**config.mk**
```make
export PLATFORM = sky130hd
export DESIGN_NAME = alu_arbiter
export DESIGN_NICKNAME = d
export VERILOG_FILES = /design/src/rtl/alu_arb_pkg.sv /design/src/rtl/arb_sel2.sv /design/src/rtl/alu_arbiter.sv
export SDC_FILE = /design/constraint.sdc
export NUM_CORES = 1
export LEC_CHECK = 0
export ABC_AREA = 1
export CAP_MARGIN = 20
export CORE_MARGIN = 2
export CORE_UTILIZATION = 39
export DETAILED_ROUTE_END_ITERATION = 12
export PLACE_DENSITY = 0.81
export SLEW_MARGIN = 20
export SYNTH_ARGS = -nofsm -noshare
export SYNTH_HDL_FRONTEND = slang
export SYNTH_SLANG_ARGS = --single-unit
```
**constraint.sdc**
```tcl
create_clock -name clk_i -period 1.9 [get_ports clk_i]
set_clock_uncertainty 0.15 [all_clocks]
set_input_delay 0.57 -clock clk_i [delete_from_list [all_inputs] [get_ports clk_i]]
set_output_delay 0.57 -clock clk_i [all_outputs]
set_load 0.02 [all_outputs]
```
**src/rtl/alu_arb_pkg.sv**
```systemverilog
// Shared definitions for the two-requester ALU arbiter.
// Latency: n/a (types and constants only).
// Backpressure: n/a.
//
// Contents: FSM state enum, ALU opcode encodings and default widths used by
// alu_arbiter, arb_sel2 and anything that talks to the shared ALU.
package alu_arb_pkg;

    // Default operand/result and opcode widths.
    localparam int DATA_W_DEF = 32;
    localparam int OP_W_DEF   = 3;

    // Sequencer states: one operation in flight at a time.
    typedef enum logic [1:0] {
        IDLE = 2'd0,
        EXEC = 2'd1,
        RESP = 2'd2
    } arb_state_e;

    // Opcode encodings understood by the shared ALU. The arbiter passes the
    // opcode through untouched; these are here so requesters and benches
    // agree on the encoding.
    localparam logic [OP_W_DEF-1:0] ALU_ADD = 3'b000;
    localparam logic [OP_W_DEF-1:0] ALU_SUB = 3'b001;
    localparam logic [OP_W_DEF-1:0] ALU_AND = 3'b010;
    localparam logic [OP_W_DEF-1:0] ALU_OR  = 3'b011;
    localparam logic [OP_W_DEF-1:0] ALU_XOR = 3'b100;
    localparam logic [OP_W_DEF-1:0] ALU_SLL = 3'b101;
    localparam logic [OP_W_DEF-1:0] ALU_SRL = 3'b110;
    localparam logic [OP_W_DEF-1:0] ALU_SRA = 3'b111;

endpackage

```
**src/rtl/arb_sel2.sv**
```systemverilog
// Two-way grant selector feeding the alu_arbiter accept logic.
// Latency: zero, purely combinational from the valids (and last grant).
// Backpressure: none; the caller gates the grant with its own idle state.
//
// Ports:
//   valid0_i, valid1_i  requests from requester 0 / 1
//   last_grant_i        most recent winner (present only with ALU_ARB_RR_EN)
//   gnt0_o, gnt1_o      one-hot grant, both low when nothing is requesting
//
// Build option: ALU_ARB_RR_EN selects round-robin on contention; without it
// requester 0 always wins contention (fixed priority).
module arb_sel2
    import alu_arb_pkg::*;
(
    input  logic valid0_i,
    input  logic valid1_i,
`ifdef ALU_ARB_RR_EN
    input  logic last_grant_i,
`endif
    output logic gnt0_o,
    output logic gnt1_o
);

    always_comb begin
        gnt0_o = 1'b0;
        gnt1_o = 1'b0;
        if (valid0_i && valid1_i) begin
`ifdef ALU_ARB_RR_EN
            // The requester that did not win last time goes now.
            gnt0_o = last_grant_i;
            gnt1_o = ~last_grant_i;
`else
            gnt0_o = 1'b1;
`endif
        end else begin
            gnt0_o = valid0_i;
            gnt1_o = valid1_i;
        end
    end

endmodule

```
**src/rtl/alu_arbiter.sv**
```systemverilog
// Shares one combinational ALU between two requesters, one op at a time.
// Latency: accept in cycle N, ALU driven in N+1, response valid from N+2.
// Backpressure: req ready only in IDLE; response held until rsp ready, no timeout.
//
// Ports:
//   clk_i, rst_i                         clock, synchronous active-high reset
//   reqN_valid_i/ready_o/a_i/b_i/op_i    request handshake + operands, N=0,1
//   rspN_valid_o/ready_i/result_o/zero_o response handshake + captured result
//   alu_a_o/b_o/op_o                     registered operands to the shared ALU
//   alu_result_i/zero_i                  shared ALU outputs, captured in EXEC
//   busy_o                               high whenever the sequencer is not idle
//
// Build option: ALU_ARB_RR_EN enables round-robin arbitration with a
// last-grant register; otherwise requester 0 has fixed priority.
module alu_arbiter
    import alu_arb_pkg::*;
#(
    parameter int DATA_W = DATA_W_DEF,
    parameter int OP_W   = OP_W_DEF
) (
    input  logic              clk_i,
    input  logic              rst_i,

    input  logic              req0_valid_i,
    output logic              req0_ready_o,
    input  logic [DATA_W-1:0] req0_a_i,
    input  logic [DATA_W-1:0] req0_b_i,
    input  logic [OP_W-1:0]   req0_op_i,

    input  logic              req1_valid_i,
    output logic              req1_ready_o,
    input  logic [DATA_W-1:0] req1_a_i,
    input  logic [DATA_W-1:0] req1_b_i,
    input  logic [OP_W-1:0]   req1_op_i,

    output logic              rsp0_valid_o,
    input  logic              rsp0_ready_i,
    output logic [DATA_W-1:0] rsp0_result_o,
    output logic              rsp0_zero_o,

    output logic              rsp1_valid_o,
    input  logic              rsp1_ready_i,
    output logic [DATA_W-1:0] rsp1_result_o,
    output logic              rsp1_zero_o,

    output logic [DATA_W-1:0] alu_a_o,
    output logic [DATA_W-1:0] alu_b_o,
    output logic [OP_W-1:0]   alu_op_o,
    input  logic [DATA_W-1:0] alu_result_i,
    input  logic              alu_zero_i,

    output logic              busy_o
);

    // ------------------------------------------------------------------
    // State
    // ------------------------------------------------------------------
    arb_state_e        state_q,  state_d;
    logic              grant_q,  grant_d;     // owner of the op in flight
`ifdef ALU_ARB_RR_EN
    logic              last_grant_q, last_grant_d;
`endif
    logic [DATA_W-1:0] a_q,      a_d;
    logic [DATA_W-1:0] b_q,      b_d;
    logic [OP_W-1:0]   op_q,     op_d;
    logic [DATA_W-1:0] result_q, result_d;
    logic              zero_q,   zero_d;
    logic [1:0]        rsp_vld_q, rsp_vld_d;  // bit N = rspN_valid_o
    logic              busy_q,   busy_d;

    // ------------------------------------------------------------------
    // Arbitration and accept
    // ------------------------------------------------------------------
    logic gnt0;
    logic gnt1;
    logic in_idle;
    logic acc_vld;
    logic acc_idx;
    logic rsp_take;

    arb_sel2 u_sel (
        .valid0_i     (req0_valid_i),
        .valid1_i     (req1_valid_i),
`ifdef ALU_ARB_RR_EN
        .last_grant_i (last_grant_q),
`endif
        .gnt0_o       (gnt0),
        .gnt1_o       (gnt1)
    );

    // Ready is combinational from the valids so a requester is accepted in
    // the very cycle it presents, provided the sequencer is idle.
    assign in_idle      = (state_q == IDLE);
    assign req0_ready_o = in_idle & gnt0;
    assign req1_ready_o = in_idle & gnt1;

    // The selector only grants a valid requester, so ready implies valid.
    assign acc_vld  = req0_ready_o | req1_ready_o;
    assign acc_idx  = gnt1;

    // Only the owner's ready can retire the response.
    assign rsp_take = grant_q ? rsp1_ready_i : rsp0_ready_i;

    // ------------------------------------------------------------------
    // Next-state logic
    // ------------------------------------------------------------------
    always_comb begin
        state_d  = state_q;
        grant_d  = grant_q;
`ifdef ALU_ARB_RR_EN
        last_grant_d = last_grant_q;
`endif
        a_d       = a_q;
        b_d       = b_q;
        op_d      = op_q;
        result_d  = result_q;
        zero_d    = zero_q;
        rsp_vld_d = rsp_vld_q;

        unique case (state_q)
            IDLE: begin
                if (acc_vld) begin
                    state_d = EXEC;
                    grant_d = acc_idx;
`ifdef ALU_ARB_RR_EN
                    last_grant_d = acc_idx;
`endif
                    a_d  = acc_idx ? req1_a_i  : req0_a_i;
                    b_d  = acc_idx ? req1_b_i  : req0_b_i;
                    op_d = acc_idx ? req1_op_i : req0_op_i;
                end
            end
            EXEC: begin
                // Operand registers have driven the ALU for a full cycle;
                // its outputs are settled and can be captured.
                state_d   = RESP;
                result_d  = alu_result_i;
                zero_d    = alu_zero_i;
                rsp_vld_d = grant_q ? 2'b10 : 2'b01;
            end
            RESP: begin
                if (rsp_take) begin
                    state_d   = IDLE;
                    rsp_vld_d = 2'b00;
                end
            end
            default: begin
                state_d   = IDLE;
                rsp_vld_d = 2'b00;
            end
        endcase

        busy_d = (state_d != IDLE);
    end

    // ------------------------------------------------------------------
    // Registers
    // ------------------------------------------------------------------
    always_ff @(posedge clk_i) begin
        if (rst_i) begin
            state_q      <= IDLE;
            grant_q      <= 1'b0;
`ifdef ALU_ARB_RR_EN
            // Requester 0 wins the first contention after reset.
            last_grant_q <= 1'b1;
`endif
            a_q          <= '0;
            b_q          <= '0;
            op_q         <= '0;
            result_q     <= '0;
            zero_q       <= 1'b0;
            rsp_vld_q    <= 2'b00;
            busy_q       <= 1'b0;
        end else begin
            state_q      <= state_d;
            grant_q      <= grant_d;
`ifdef ALU_ARB_RR_EN
            last_grant_q <= last_grant_d;
`endif
            a_q          <= a_d;
            b_q          <= b_d;
            op_q         <= op_d;
            result_q     <= result_d;
            zero_q       <= zero_d;
            rsp_vld_q    <= rsp_vld_d;
            busy_q       <= busy_d;
        end
    end

    // ------------------------------------------------------------------
    // Outputs
    // ------------------------------------------------------------------
    // Operand registers hold their last values outside EXEC so the ALU
    // inputs do not toggle needlessly between operations.
    assign alu_a_o  = a_q;
    assign alu_b_o  = b_q;
    assign alu_op_o = op_q;

    // Result and zero are shared; only the valid is steered by the grant.
    assign rsp0_valid_o  = rsp_vld_q[0];
    assign rsp1_valid_o  = rsp_vld_q[1];
    assign rsp0_result_o = result_q;
    assign rsp1_result_o = result_q;
    assign rsp0_zero_o   = zero_q;
    assign rsp1_zero_o   = zero_q;

    assign busy_o = busy_q;

endmodule

```
* Word level (Yosys, flattened, before mapping) *
Index checks and enable logic that the tools add are counted.

operators by class
  equality and inequality tests = 3
  mux-type cells = 12
  bitwise gates (word level) = 4
  reduce and logical (&&, ||, !) cells = 5

operators by type and width
  operator              count
  $mux W32              2
  $pmux W2 S3           2
  $mux W2               4
  $reduce_and A2 Y1     2
  $mux W1               3
  $mux W3               1
  $and A1 B1 Y1         2
  $eq A2 B1 Y1 const B  1
  $eq A2 B2 Y1 const B  1
  $logic_not A2 Y1      1
  $ne A2 B2 Y1 const B  1
  $reduce_bool A2 Y1    1
  $logic_and A1 B1 Y1   1
  $not A1 Y1            1
  $or A1 B1 Y1          1

storage, ports and cells
  bits in registers = 106
  word-level logic and storage cells = 33

* Logic depth before layout (Yosys ltp) *
Gate-level depths: netlist of run 1.

  word-level depth = 7
  depth in mapped cells = 8
  depth with buffers taken out = 6

* By module *
Synthesis of run 1 repeated with hierarchy kept, for this count alone.

unflattened totals
  cells, all modules = 718
  area, all modules = 5,446.5 µm²

modules (own cells, without submodules)
  module       instances  cells an instance  area an instance (µm²)  sequential area each (µm²)
  alu_arbiter  1          715                5,435.2                 2,122.0
  arb_sel2     1          3                  11.3                    0.0

* Least setup slack after synthesis of run 1 *
OpenSTA, ideal clock, no wires.

  path type = in2out
  start point = in req1_valid_i
  end point = out req1_ready_o
  data arrival time = 1.273 ns
  data required time = 1.180 ns
  setup slack = -0.093 ns
  stages on the path = 5
  path through = buf_4 -> buf_4 -> buf_2 -> nand3_1 -> inv_1

between the ends
  cells in the longest elaborated chain, start to end = 3

RTL lines
  item                 line               source
  start, declared      alu_arbiter.sv:30  input logic req1_valid_i,
  $logic_and A1 B1 Y1  arb_sel2.sv:27     if (valid0_i && valid1_i) begin
  $mux W1 *            arb_sel2.sv:27
  $and A1 B1 Y1 *      alu_arbiter.sv:95  assign req1_ready_o = in_idle & gnt1;
  end, declared        alu_arbiter.sv:31  output logic req1_ready_o,

Mark *: on every way between the ends. The rest lies on a longest branch, timed or not.

* Final worst setup path of run 1 *
  start point = reg state_q[1]
  end point = out req0_ready_o

between the ends
  cells in the longest elaborated chain, start to end = 2

RTL lines
  item                    line                source
  start, declared         alu_arbiter.sv:58   arb_state_e state_q, state_d;
  start signal, assigned  alu_arbiter.sv:175  state_q <= state_d;
  $logic_not A2 Y1        alu_arbiter.sv:93   assign in_idle = (state_q == IDLE);
  $and A1 B1 Y1           alu_arbiter.sv:94   assign req0_ready_o = in_idle & gnt0;
  end, declared           alu_arbiter.sv:25   output logic req0_ready_o,

No other way between the ends.

==> results by stage, run 1 <==
Outcome:
- The run finished with clean final reports.

Routing:
- Wires add up to 17.77 mm.
- After detailed routing, the number of remaining DRC violations is 0.
- The final route contains 5696 vias.
- In this run, the number of DRC markers left after iteration 0 of detailed routing was 284.
- The routed via count divided by cell count is 4.627.
- The post-detailed-route wirelength per cell is 14.43 µm.
- The pre-antenna-repair detailed-routing pass consisted of 4 iterations.
- The residual antenna-violating net count after detailed routing is 0.

Global routing:
- The largest net degree at the start of global routing is 65.
- The number of global-route vias before repair is 5301.
- The met3 capacity usage during global routing is 9.064%.
- The busiest layer in global routing is met2.
- Across every metal layer, demand over resource in global routing totals 22.24%.
- Global routing finished with a remaining overflow of 0.
- The global-route track usage on met2 is 40.28%.
- The number of antenna violations at the first check in global routing came to 1.
- The first-pass GRT wire length is 27.59 mm.
- The met1 capacity usage during global routing is 24.32%.

Timing:
- The worst max-slew margin expressed relative to the limit is 66.49%.
- The slew at the pin with the worst max-slew slack is 0.5027 ns.
- The max-slew violation count was 0.
- Setup violations remaining at the end of the flow were counted as 0.
- Setup repair after global routing left no endpoint under its margin.
- For this run, the top clock speed supported by timing is 0.5451 GHz.
- Setup total negative slack on the finished layout was measured at 0 ns.
- Hold is met by 0.3181 ns.
- The part of the cycle the worst path needs is 96.56%.
- The final critical delay including setup and external delays is 1.835 ns.
- The total count of hold-check failures in the final report is 0.

Finish:
- Compared with the post-synthesis result, the final layout area differs by 56.20%.
- Of the cells placed in the final design, the portion with a size suffix greater than 1 is 11.14%.
- Summing all non-filler instances in the final layout gives an area of 8816 µm².
- Leaving out fill and tap cells, the most frequent cell in the layout is nand2_1.
- Leaving out fill and tap cells, the most frequent cells in the layout are nand2_1 (275), clkdlybuf4s50_1 (169), dlygate4sd2_1 (136), dfxtp_1 (105).
- The final-stage net count is 1218.

Job:
- The max-capacitance violation count is 0.

Floorplan:
- The initial utilization of the core area, before any placement, comes to 40.35%.
- The region available for standard cell placement spans 13990 µm².
- The floorplan step set the die height to 124.3 µm.
- The floorplan step defined a die boundary enclosing 15450 µm².
- The number of core rows is 43.
- The I/O pin total is 311.
- The floorplan step set the die width to 124.3 µm.

Logic synthesis:
- The mapped netlist covers 5644 µm².
- During synthesis, Yosys emitted a total of 0 warnings.
- Synthesis produced 790 cells.
- Summing the sequential cell areas from Yosys gives 37.60% of the chip area.
- The average footprint of a synthesized cell is 7.145 µm².
- When the netlist entered floorplanning its net count stood at 963.
- The synthesized netlist contains 17 unique library cells.
- The number of storage elements in the synthesis netlist is 106.

Setup path:
- The slowest stage of the critical path belongs to the cell dfxtp_2.
- The reg-to-reg startpoint is state_q[0].
- STA puts the critical path data arrival time at 1.11 ns.
- The endpoint of the worst setup timing path is req0_ready_o.
- Along the worst path, the maximum fanout reaches 3.
- At the worst endpoint, the required time is 1.18 ns.
- Setup slack on the worst reg-to-reg path comes out at 0.29 ns.
- The launching instance or port of the critical path is state_q[1].
- The path type of the worst setup path is flip-flop to output pin.
- The number of cells on the worst reg-to-reg path is 7.
- STA classifies the critical path startpoint as a flip-flop.
- For this run, the slowest stage of the critical path takes 0.33 ns.
- Walking the worst path, the cells encountered are nor2_4 > inv_1 > nor2_1 > buf_4.
- The category of the worst setup path capture point is an output pin.
- The endpoint of the worst-slack reg-to-reg timing path is alu_a_o[5].

Placed design:
- The detailed placer's ending HPWL is 13.20 mm.
- The weighted congestion at the end of routability-driven global placement is 0.8464.
- The total of buffers placed on input and output ports is 310.
- After detailed placement, the total cell area comes to 8660 µm².

Clocking:
- The number of hold buffers added after CTS is 0.
- The number of clock buffers inserted by TritonCTS is 9.
- The maximum level of the CTS H-tree is 3.
- The maximum count of clock buffers along a single path is 2.
- CTS placed an instance of clkbuf_16 at the clock tree root.
- For the worst-skew pair, the clock arrives at the later sink with an insertion delay of 0.34 ns.
- CTS saw 106 sinks.
- The TritonCTS clock tree is done.
- The clock-pin transition on the worst setup and hold timing paths is 0.07 ns.

Power and ir drop:
- In this run the static leakage power is 4.347 nW.
- VDD sags by at most 0.7222 mV.
- The power per standard cell area is 748.8 nW/µm².

Min path:
- The path class of the tightest hold or removal check is flip-flop to flip-flop.
## report_power, final
group,internal (mW),switching [mW]
logic,1.01,1.13
clock network,1.03,0.854
registers,2.46,0.123
total,4.50,2.11
## per-layer routing
layer | wire, µm | vias up
li1 | - | 2913
met1 | 6927 | 2546
met2 | 9018 | 226
met3 | 1630 | 11
met4 | 189 | 0
met5 | 0 | -
## synth_stat cells, drive strengths merged
cell type  instances  share of area [%]
nand2            277                 19
clkinv             1              0.066
nor3b             67                 15
inv               72                4.8
nor2              71                4.8
o21ai              1               0.16
a21oi             37                3.3
a31oi              1               0.11
dfxtp            106                 38
buf               71                8.6
clkbuf            17                1.1
nand3             69                6.1
## kinds of logic (layout without fill, tap and decap cells)
logic type,count (synthesis),in the layout,share of synthesized area (%)
AO/OA/AOI/OAI,39,39,3.547
buffers and inverters,161,421,14.61
other,0,1,0
flip-flops,106,106,37.60
AND/OR/NAND/NOR,484,484,44.25
## what timing repair did
item                                    4_1_cts  5_1_grt
pin swaps                                     0        1
gates resized for setup                     149        6
endpoints found under the setup margin      204       40
buffers inserted                              1        1
## through the flow
stage          instances  utilization (%)  power [mW]  setup WS (ns)
4_1_cts             1229            62.87       6.668       -0.01632
6_report            1231            63.02       6.601        0.06540
3_5_place_dp        1212            61.91       4.974        -0.7585
3_3_place_gp        1212            61.91       4.942        -0.7517
2_1_floorplan        790                -       3.926      0.0003482
5_1_grt             1231            63.02       6.975       0.007678
## worst min-delay path by stage
stage / from / endpoint / slack, ns / cells past startpoint
after floorplan: grant_q / grant_q / 0.32 / 2
after global placement: rsp_vld_q[1] / rsp_vld_q[1] / 0.31 / 2
after detailed placement: rsp_vld_q[0] / rsp_vld_q[0] / 0.31 / 2
after CTS: rsp_vld_q[0] / rsp_vld_q[0] / 0.32 / 2
after global routing: rsp0_result_o[10] / rsp0_result_o[10] / 0.35 / 2
final: rsp_vld_q[0] / rsp_vld_q[0] / 0.32 / 2
## sequential cells by signal, summed over array words and instances (netlist names)
name,flops
alu_a_o,32
alu_b_o,32
alu_op_o,3
busy_o,1
grant_q,1
rsp0_result_o,32
rsp0_zero_o,1
rsp_vld_q,2
state_q,2
## layout make-up
class                           count  area, µm²
Sequential cell                   106       2123
Inverter                           73      274.0
Tap cell                          180      225.2
Clock buffer                       10      229.0
Antenna cell                        1      2.502
Clock inverter                      6      67.56
Timing Repair Buffer              332       3179
Fill cell                        1276       5172
Multi-Input combinational cell    523       2715
## worst max-delay path: cells and delay by family (launching register included)
family | cells | cell delay [ns]
AND/OR/NAND/NOR | 2 | 0.22
flip-flops | 1 | 0.33
buffers and inverters | 2 | 0.21
Power figures use the tool's default switching activity.
==> run 2: changes to the inputs <==
--- a/config.mk
+++ b/config.mk
@@ -11,7 +11,6 @@
 export CORE_UTILIZATION = 39
 export DETAILED_ROUTE_END_ITERATION = 12
 export PLACE_DENSITY = 0.81
-export SLEW_MARGIN = 20
 export SYNTH_ARGS = -nofsm -noshare
 export SYNTH_HDL_FRONTEND = slang
 export SYNTH_SLANG_ARGS = --single-unit
==> results of run 2 <==
Final layout, timing and power as in run 1 (identical DEF).
